--- src/rtl/pc_gen_pkg.sv ---
// Shared types for the fetch-stage PC generator: FSM states, redirect sources and RAS sizing.
package pc_gen_pkg;

    typedef enum logic [1:0] {
        ST_INIT = 2'd0,
        ST_RUN  = 2'd1,
        ST_PEND = 2'd2
    } state_e;

    typedef enum logic [2:0] {
        SRC_SEQ = 3'd0,
        SRC_JMP = 3'd1,
        SRC_BR  = 3'd2,
        SRC_RET = 3'd3,
        SRC_EXC = 3'd4
    } src_e;

    localparam int RAS_DEPTH_DFLT = 4;
    localparam int RAS_PW         = $clog2(RAS_DEPTH_DFLT);

    // Pointer width for an arbitrary depth; never narrower than one bit.
    function automatic int ptr_w(input int depth);
        return (depth > 1) ? $clog2(depth) : 1;
    endfunction

endpackage

--- src/rtl/pc_gen_unit_ras_stack.sv ---
// Circular return-address stack: overflow overwrites the oldest entry, underflow is only flagged.
module ras_stack
    import pc_gen_pkg::*;
#(
    parameter int DEPTH = 4,
    parameter int AW    = 32
) (
    input  logic          clk,
    input  logic          rst,
    input  logic          push_i,
    input  logic          pop_i,
    input  logic          flush_i,
    input  logic [AW-1:0] push_data_i,
    output logic [AW-1:0] top_o,
    output logic          empty_o,
    output logic          overflow_o,
    output logic          underflow_o
);

    localparam int PW = ptr_w(DEPTH);

    logic [AW-1:0] mem_q [DEPTH];
    logic [PW-1:0] ptr_q, ptr_d, top_idx, wr_idx;
    logic [PW:0]   cnt_q, cnt_d;
    logic          ovf_q, ovf_d, unf_q, unf_d;
    logic          wr_en;

    function automatic logic [PW-1:0] wrap_inc(input logic [PW-1:0] p);
        return (p == PW'(DEPTH - 1)) ? '0 : p + 1'b1;
    endfunction

    function automatic logic [PW-1:0] wrap_dec(input logic [PW-1:0] p);
        return (p == '0) ? PW'(DEPTH - 1) : p - 1'b1;
    endfunction

    assign top_idx     = wrap_dec(ptr_q);
    assign top_o       = mem_q[top_idx];
    assign empty_o     = (cnt_q == '0);
    assign overflow_o  = ovf_q;
    assign underflow_o = unf_q;

    always_comb begin
        ptr_d  = ptr_q;
        cnt_d  = cnt_q;
        ovf_d  = ovf_q;
        unf_d  = unf_q;
        wr_en  = 1'b0;
        wr_idx = ptr_q;
        if (flush_i) begin
            ptr_d = '0;
            cnt_d = '0;
        end else if (push_i && pop_i) begin
            // The pop supplied the target; the push simply replaces the top slot.
            wr_en  = 1'b1;
            wr_idx = top_idx;
            if (cnt_q == '0) unf_d = 1'b1;
        end else if (pop_i) begin
            if (cnt_q == '0) begin
                unf_d = 1'b1;
            end else begin
                ptr_d = top_idx;
                cnt_d = cnt_q - 1'b1;
            end
        end else if (push_i) begin
            wr_en = 1'b1;
            ptr_d = wrap_inc(ptr_q);
            if (cnt_q == (PW+1)'(DEPTH)) ovf_d = 1'b1;
            else                         cnt_d = cnt_q + 1'b1;
        end
    end

    always_ff @(posedge clk) begin
        if (!rst) begin
            ptr_q <= '0;
            cnt_q <= '0;
            ovf_q <= 1'b0;
            unf_q <= 1'b0;
        end else begin
            ptr_q <= ptr_d;
            cnt_q <= cnt_d;
            ovf_q <= ovf_d;
            unf_q <= unf_d;
        end
    end

    always_ff @(posedge clk) begin
        if (wr_en) mem_q[wr_idx] <= push_data_i;
    end

endmodule

--- src/rtl/pc_gen_unit.sv ---
// Fetch-stage PC generator: priority redirect mux, stall-time pending redirect, FSM and PC register.
module pc_gen_unit
    import pc_gen_pkg::*;
#(
    parameter int          AW        = 32,
    parameter logic [31:0] RESET_VEC = 32'h0000_0000,
    parameter logic [31:0] EXC_VEC   = 32'h8000_0180,
    parameter int          INC       = 4,
    parameter int          RAS_DEPTH = RAS_DEPTH_DFLT
) (
    input  logic          clk,
    input  logic          rst,
    input  logic          stall_i,
    input  logic          imem_ready_i,
    input  logic          exc_i,
    input  logic          ret_i,
    input  logic          call_i,
    input  logic          branch_i,
    input  logic [AW-1:0] branch_tgt_i,
    input  logic          jump_i,
    input  logic [AW-1:0] jump_tgt_i,
    output logic [AW-1:0] pc_o,
    output logic          pc_valid_o,
    output logic [AW-1:0] pc_plus_o,
    output logic          ras_empty_o,
    output logic [1:0]    ras_err_o
);

    localparam bit HAS_RAS = (RAS_DEPTH > 0);

    state_e        state_q, state_d;
    logic [AW-1:0] pc_q, pc_d, pend_tgt_q, pend_tgt_d, pc_plus, tgt, ras_top;
    logic          pc_valid_q, pc_valid_d;
    logic          pend_pop_q, pend_pop_d, pend_push_q, pend_push_d, pend_flush_q, pend_flush_d;
    logic          ras_push, ras_pop, ras_flush, ras_empty, ras_ovf, ras_unf;
    logic          ret_en, redirect;
    src_e          src;

    assign pc_plus     = pc_q + AW'(INC);
    assign pc_o        = pc_q;
    assign pc_plus_o   = pc_plus;
    assign pc_valid_o  = pc_valid_q;
    assign ras_empty_o = ras_empty;
    assign ras_err_o   = {ras_ovf, ras_unf};
    assign ret_en      = HAS_RAS && ret_i;

    always_comb begin
        src = SRC_SEQ;
        tgt = pc_plus;
        if (exc_i) begin
            src = SRC_EXC;
            tgt = AW'(EXC_VEC);
        end else if (ret_en) begin
            src = SRC_RET;
            tgt = ras_empty ? pc_plus : ras_top;
        end else if (branch_i) begin
            src = SRC_BR;
            tgt = branch_tgt_i;
        end else if (jump_i) begin
            src = SRC_JMP;
            tgt = jump_tgt_i;
        end
    end

    assign redirect = (src != SRC_SEQ);

    // RAS operations are buffered with the pending target so they land on the cycle the redirect does.
    always_comb begin
        state_d      = state_q;
        pc_d         = pc_q;
        pc_valid_d   = pc_valid_q;
        pend_tgt_d   = pend_tgt_q;
        pend_pop_d   = pend_pop_q;
        pend_push_d  = pend_push_q;
        pend_flush_d = pend_flush_q;
        ras_push     = 1'b0;
        ras_pop      = 1'b0;
        ras_flush    = 1'b0;
        case (state_q)
            ST_INIT: begin
                state_d    = ST_RUN;
                pc_valid_d = 1'b1;
            end
            ST_RUN: begin
                if (!stall_i) begin
                    if (redirect)          pc_d = tgt;
                    else if (imem_ready_i) pc_d = pc_plus;
                    ras_flush = exc_i;
                    ras_pop   = ret_en && !exc_i;
                    ras_push  = call_i && !exc_i;
                end else if (redirect) begin
                    state_d      = ST_PEND;
                    pend_tgt_d   = tgt;
                    pend_flush_d = exc_i;
                    pend_pop_d   = ret_en && !exc_i;
                    pend_push_d  = call_i && !exc_i;
                end
            end
            ST_PEND: begin
                if (stall_i) begin
                    if (exc_i) begin
                        pend_tgt_d   = AW'(EXC_VEC);
                        pend_flush_d = 1'b1;
                        pend_pop_d   = 1'b0;
                        pend_push_d  = 1'b0;
                    end
                end else begin
                    state_d = ST_RUN;
                    if (exc_i) begin
                        pc_d      = AW'(EXC_VEC);
                        ras_flush = 1'b1;
                    end else begin
                        pc_d      = pend_tgt_q;
                        ras_flush = pend_flush_q;
                        ras_pop   = pend_pop_q;
                        ras_push  = pend_push_q;
                    end
                    pend_flush_d = 1'b0;
                    pend_pop_d   = 1'b0;
                    pend_push_d  = 1'b0;
                end
            end
            default: state_d = ST_INIT;
        endcase
    end

    always_ff @(posedge clk) begin
        if (!rst) begin
            state_q      <= ST_INIT;
            pc_q         <= AW'(RESET_VEC);
            pc_valid_q   <= 1'b0;
            pend_pop_q   <= 1'b0;
            pend_push_q  <= 1'b0;
            pend_flush_q <= 1'b0;
        end else begin
            state_q      <= state_d;
            pc_q         <= pc_d;
            pc_valid_q   <= pc_valid_d;
            pend_pop_q   <= pend_pop_d;
            pend_push_q  <= pend_push_d;
            pend_flush_q <= pend_flush_d;
        end
    end

    always_ff @(posedge clk) begin
        pend_tgt_q <= pend_tgt_d;
    end

    generate
        if (HAS_RAS) begin : g_ras
            ras_stack #(.DEPTH(RAS_DEPTH), .AW(AW)) u_ras (
                .clk         (clk),
                .rst         (rst),
                .push_i      (ras_push),
                .pop_i       (ras_pop),
                .flush_i     (ras_flush),
                .push_data_i (pc_plus),
                .top_o       (ras_top),
                .empty_o     (ras_empty),
                .overflow_o  (ras_ovf),
                .underflow_o (ras_unf)
            );
        end else begin : g_no_ras
            assign ras_top   = '0;
            assign ras_empty = 1'b1;
            assign ras_ovf   = 1'b0;
            assign ras_unf   = 1'b0;
        end
    endgenerate

endmodule

--- config.mk ---
export PLATFORM = sky130hd
export DESIGN_NAME = pc_gen_unit
export DESIGN_NICKNAME = d
export VERILOG_FILES = /design/src/rtl/pc_gen_pkg.sv /design/src/rtl/pc_gen_unit_ras_stack.sv /design/src/rtl/pc_gen_unit.sv
export SDC_FILE = /design/constraint.sdc
export NUM_CORES = 1
export LEC_CHECK = 0
export CAP_MARGIN = 15
export CORE_AREA = 2 2 157 159
export DETAILED_ROUTE_END_ITERATION = 8
export DIE_AREA = 0 0 159 161
export DONT_BUFFER_PORTS = 1
export HOLD_SLACK_MARGIN = 0.05
export SLEW_MARGIN = 10
export SYNTH_ARGS = -nofsm -noshare
export SYNTH_HDL_FRONTEND = slang
export SYNTH_SLANG_ARGS = --single-unit
export TNS_END_PERCENT = 20
--- constraint.sdc ---
create_clock -name clk -period 3.35 [get_ports clk]
set_input_delay 0.8375 -clock clk [delete_from_list [all_inputs] [get_ports clk]]
set_output_delay 0.8375 -clock clk [all_outputs]
set_load 0.02 [all_outputs]
# == Yosys cells after proc, flatten, opt, wreduce, memory -nomap -nowiden ==
# Memories as Yosys holds them, arrays and structs flattened.
# Cells that the tools add are included.
# op_classes
add_sub_neg,5
n_eq_ne,12
n_mux,67
bitwise_logic,4
n_reduce_logical,20
# ops
op,count
$mux W32,13
$pmux W32 S2,2
$add A32 B3 Y32 const B,1
$mux W1,28
$mux W2,12
$mux W3,5
$ne A2 B2 Y1 const B,6
$pmux W1 S2,6
$reduce_and A4 Y1,3
$reduce_and A3 Y1,3
$pmux W2 S3,1
$reduce_bool A2 Y1,3
$reduce_and A5 Y1,1
$eq A2 B2 Y1 const B,2
$logic_not A2 Y1,2
$not A1 Y1,4
$add A3 B1 Y3 const B,1
$eq A3 B3 Y1 const B,1
$logic_and A1 B1 Y1,3
$logic_not A3 Y1,1
$ne A3 B3 Y1 const B,1
$reduce_bool A3 Y1,1
$sub A3 B1 Y3 const B,1
$add A2 B1 Y2 const B,1
other kinds (6),6
# word_totals
ff_bits,77
ramBits,128
output_inout_bits,68
wordCells,120
memories,1
# mem_list
name,depth,word_bits,rd,rd_ports_with_merged_regs,wr,line,source
g_ras.u_ras.mem_q,4,32,1,0,1,pc_gen_unit_ras_stack.sv:22,logic [AW-1:0] mem_q [DEPTH];

# == Logic depth before layout (Yosys ltp) ==
# depth
depth_word,10
depth_mapped,11
ltp_nobuf,9

# == By module ==
# A second synthesis with hierarchy kept.
# unflattened
hier_cells,904
hier_area_um2,10497.6
# modules_own_cells
module,instances,cells_per_inst,area_per_inst_um2,seq_area_each_um2
pc_gen_unit,1,672,5330.1,1721.7
ras_stack,1,232,5167.5,3983.8

# == Worst setup path before layout ==
# Ideal clock, no wire load.
# synth_timing
path_type,reg2reg
from,register g_ras.u_ras.ptr_q[0]
to,memory g_ras.u_ras.mem_q[1][0] (enable)
arrival_time_ns,3.117
path_slack_ns,-0.199
path_stages_with_launch,7
path_buffers,2
path_cell_list,dfxtp_1 -> inv_1 -> ha_1 -> clkbuf_1 -> clkbuf_1 -> nand3_1 -> a21oi_1
# synth_via
elab_chain_len,4
# synth_lines
item,line,source
"start, declared",pc_gen_unit_ras_stack.sv:23,"logic [PW-1:0] ptr_q, ptr_d, top_idx, wr_idx;"
"start signal, assigned",pc_gen_unit_ras_stack.sv:79,ptr_q <= ptr_d;
$sub A2 B1 Y2 / $logic_not A2 Y1 (equally long branches),pc_gen_unit_ras_stack.sv:33,return (p == '0) ? PW'(DEPTH - 1) : p - 1'b1;
$mux W2,pc_gen_unit_ras_stack.sv:33,
$mux W2,pc_gen_unit_ras_stack.sv:52,end else if (push_i && pop_i) begin
$mux W2 *,pc_gen_unit_ras_stack.sv:49,if (flush_i) begin
"end, declared",pc_gen_unit_ras_stack.sv:22,
# Mark *: on every way between the ends. The rest lies on a longest branch, timed or not.

# == Worst setup path after layout ==
# layout_timing
from,"register pc_q[2], in the netlist pc_o[2]"
to,output port pc_plus_o[28]
# layout_via
elab_chain_len,1
# layout_lines
item,line,source
"start, declared",pc_gen_unit.sv:32,"logic [AW-1:0] pc_q, pc_d, pend_tgt_q, pend_tgt_d, pc_plus, tgt, ras_top;"
"start signal, assigned",pc_gen_unit.sv:130,pc_q <= AW'(RESET_VEC);
"start signal, assigned",pc_gen_unit.sv:137,pc_q <= pc_d;
$add A32 B3 Y32,pc_gen_unit.sv:39,assign pc_plus = pc_q + AW'(INC);
"end, declared",pc_gen_unit.sv:24,"output logic [AW-1:0] pc_plus_o,"
# Every way passes these cells.

==> flow_metrics.tcl <==
set metrics [dict create \
    die_w_um 159 \
    wl_per_cell_um 26.2 \
    synth_top_area_cell "edfxtp_1" \
    min_from "rst" \
    dp_hpwl_mm 22.7 \
    fill_cells 2182 \
    ys.flop_type "edfxtp_1" \
    ioPinCount 141 \
    track_usage 0.259 \
    hold_viol_final 0 \
    powerDensity_mw_per_mm2 567 \
    rrSetupSlack_ps 660 \
    die_height_um 161 \
    gp_congestion 0.943 \
    row_count 57 \
    synth-simple-area-share 0.132 \
    critPathLaunchType "flip-flop" \
    drc 0 \
    post-place-ws_ps 356 \
    worstHoldPathType "in2reg" \
    synth_seq_area_share 0.550 \
    drv_cap 0 \
    power_mw 6.80 \
    required_ps 2510 \
    antenna_found_initial 0 \
    rr_worst_depth 8 \
    max_freq_mhz 302 \
    finalCritPeriodShare 0.988 \
    final_util 0.501 \
    syn_inst 911 \
    route.vias.total 8064 \
    synthesis.area_sq_mm 0.0104 \
    grt_max_degree 51 \
    slew_violations 0 \
    cts.sinks 205 \
    coreArea_sq_mm 0.0240 \
    grt_pass1_vias 7961 \
    synth_fp_nets 992 \
    slew-limit-headroom 0.330 \
    r2r-start "g_ras.u_ras.ptr_q[0]" \
    worst_hold_slack_ps 434 \
    fin_ws_ps 41.7 \
    synth_edf_count 160 \
    die_area_sq_mm 0.0256 \
    cts.clk_slew.worst_paths_ps 60 \
    wl_mm 33.7 \
    synth_compound_area_frac 0.172 \
    postCtsSetupRepairBufs 0 \
    detail-route-antenna-nets 0 \
    tightest_slew_ps 998 \
    yosys.area_share.adder 0.0104 \
    synth_seq_cells 205 \
    outcome "complete, no violations" \
    drt_iter0_drc 735 \
    drive_above_1_share 0.202 \
    dpl_cell_area_sq_mm 0.0112 \
    p_leak_nw 4.06 \
    areaGrowthSynthToFinish_pct 15.6 \
    numCtsBuffers 24 \
    avgViaCountPerCell 6.28 \
    arrival_ps 2470 \
    root_buffer "clkbuf_16" \
    avgSynthCellArea_sq_um 11.4 \
    cts_tree "built" \
    antenna_cells 0 \
    synth.top_cell.area_share 0.463 \
    rsz0062_at_grt "yes" \
    hold_path_end "g_ras.u_ras.overflow_o" \
    synthXorXnorAreaFrac 0.0168 \
    setup_viol 0 \
    yosysWarnings 0 \
    synth_top_family_by_area "compound AO/OA/AOI/OAI gates" \
    num-nets-final 1024 \
    peakVddDrop_v 0.000351 \
    crit_fanout 8 \
    hold_path_depth 1 \
    portBuffers 0 \
    period_minus_slack_ps 3310 \
    finClkSkew_ps 9.34 \
    cts_buffer_depth 3 \
    synth.area.mux_share 0.0803 \
    drt_first_pass_iters 5 \
    grt_first_pass_wirelength_mm 50.2 \
    fin_area_sq_mm 0.0120 \
    cp-end-kind "primary output" \
    r2r_end "pend_tgt_q[5]" \
    worstSetupPathType "reg2out" \
    htreeDepth 1 \
    start_util 0.433 \
    clk_latency_ps 520 \
    synth_cell_types 81 \
    synthTopCellsByArea "edfxtp_1, dfxtp_1, mux4_2, nand2_1, o21ai_0" \
    grt_overflow_total 0 \
    ys_async_sr_fraction 0 \
]
state kept, by name, summed over array words and instances (netlist names), 2 cells and up:
| signal | count |
|---|---|
| g_ras.u_ras.mem_q | 128 |
| pc_o | 32 |
| pend_tgt_q | 32 |
| g_ras.u_ras.cnt_q | 3 |
| g_ras.u_ras.ptr_q | 2 |
| state_q | 2 |
routing by layer:
layer | track usage | vias up | routed length (um)
li1 | - | 3596 | -
met1 | 0.346 | 3983 | 13800
met2 | 0.428 | 408 | 15900
met3 | 0.0580 | 77 | 3020
met4 | 0.0764 | 0 | 970
met5 | 0 | - | 0
through the flow:
stage	setup TNS, ps	instances
2_1_floorplan	-10620	911
3_3_place_gp	0	1241
3_5_place_dp	0	1241
4_1_cts	0	1285
5_1_grt	-157	1285
6_report	0	1285
cell type report:
| type | count | area [sq um] | share of cell area |
|---|---|---|---|
| Multi-Input combinational cell | 616 | 4380 | 0.365 |
| Clock buffer | 35 | 683 | 0.0570 |
| Tap cell | 324 | 405 | 0.0338 |
| Timing Repair Buffer | 74 | 618 | 0.0515 |
| Inverter | 22 | 82.6 | 0.00688 |
| Clock inverter | 9 | 118 | 0.00980 |
| Sequential cell | 205 | 5710 | 0.476 |
repair_timing:
action | 4_1_cts | 5_1_grt
setup endpoints to repair | 10 | 11
gates resized for setup | 8 | 5
hold buffers | 0 | 0
critical path: stages, from the launching register on:
cell     delay, ps
dfxtp_1        330
ha_1           250
nand3_1        140
or3_4          440
or3_1          420
xnor2_2        140
buf_4          220
Yosys cell counts (7+ instances only):
cell type and instances:
buf_4 7, nor2_1 68, mux2i_1 9, dfxtp_1 45, a31oi_1 14, a21oi_1 53
o22a_1 9, and3_1 8, or3_1 9, or2_2 14, nor3_1 18, nor4_1 10
o31ai_1 11, a211oi_1 9, a221o_1 9, edfxtp_1 160, nand2_1 100, nand2b_1 7
mux4_2 32, nand3_1 14, o22ai_1 17, inv_1 22, ha_1 7, nand4_1 9
clkbuf_1 43, xnor2_1 13, o21ai_0 65, a221oi_1 13, buf_2 13
how the worst max path moves through the flow:
| stage | start | endpoint | slack, ps |
|---|---|---|---|
| after floorplan | g_ras.u_ras.ptr_q[0] | g_ras.u_ras.mem_q[0][0] | -200 |
| after global placement | pc_o[13] | pc_plus_o[27] | 350 |
| after detailed placement | pc_o[13] | pc_plus_o[21] | 360 |
| after CTS | pc_o[2] | pc_plus_o[22] | 30 |
| after global routing | pc_o[2] | pc_plus_o[27] | -60 |
| final | pc_o[2] | pc_plus_o[28] | 40 |
cell usage in the layout, fill, tap and decap left out, drive strengths merged, types with 6 or more instances in the layout:
master    n
edfxtp  160
nand2   100
buf      74
nor2     68
o21ai    66
a21oi    53
dfxtp    45
clkbuf   35
mux4     32
inv      22
nor3     18
o22ai    17
nand3    15
a31oi    15
or2      15
xnor2    14
a221oi   13
o31ai    12
nor4     11
nand4    10
or3      10
mux2i     9
a211oi    9
o22a      9
a221o     9
and3      8
nand2b    7
ha        7
o211ai    6
a22oi     6
clkinv    6
kinds of logic after synthesis:
| group | count (synthesis) |
|---|---|
| AOI/OAI and AO/OA | 264 |
| and+or+nand+nor | 282 |
| DFF | 205 |
| xor gates and xnor gates | 19 |
| muxes | 43 |
| buffers and inverters | 90 |
| adders and majority gates | 8 |
power by group:
part           switching (mW)  internal (mW)
registers               0.173           2.93
clock network            1.02           1.64
logic                   0.685          0.349
Power figures use the tool's default switching activity.
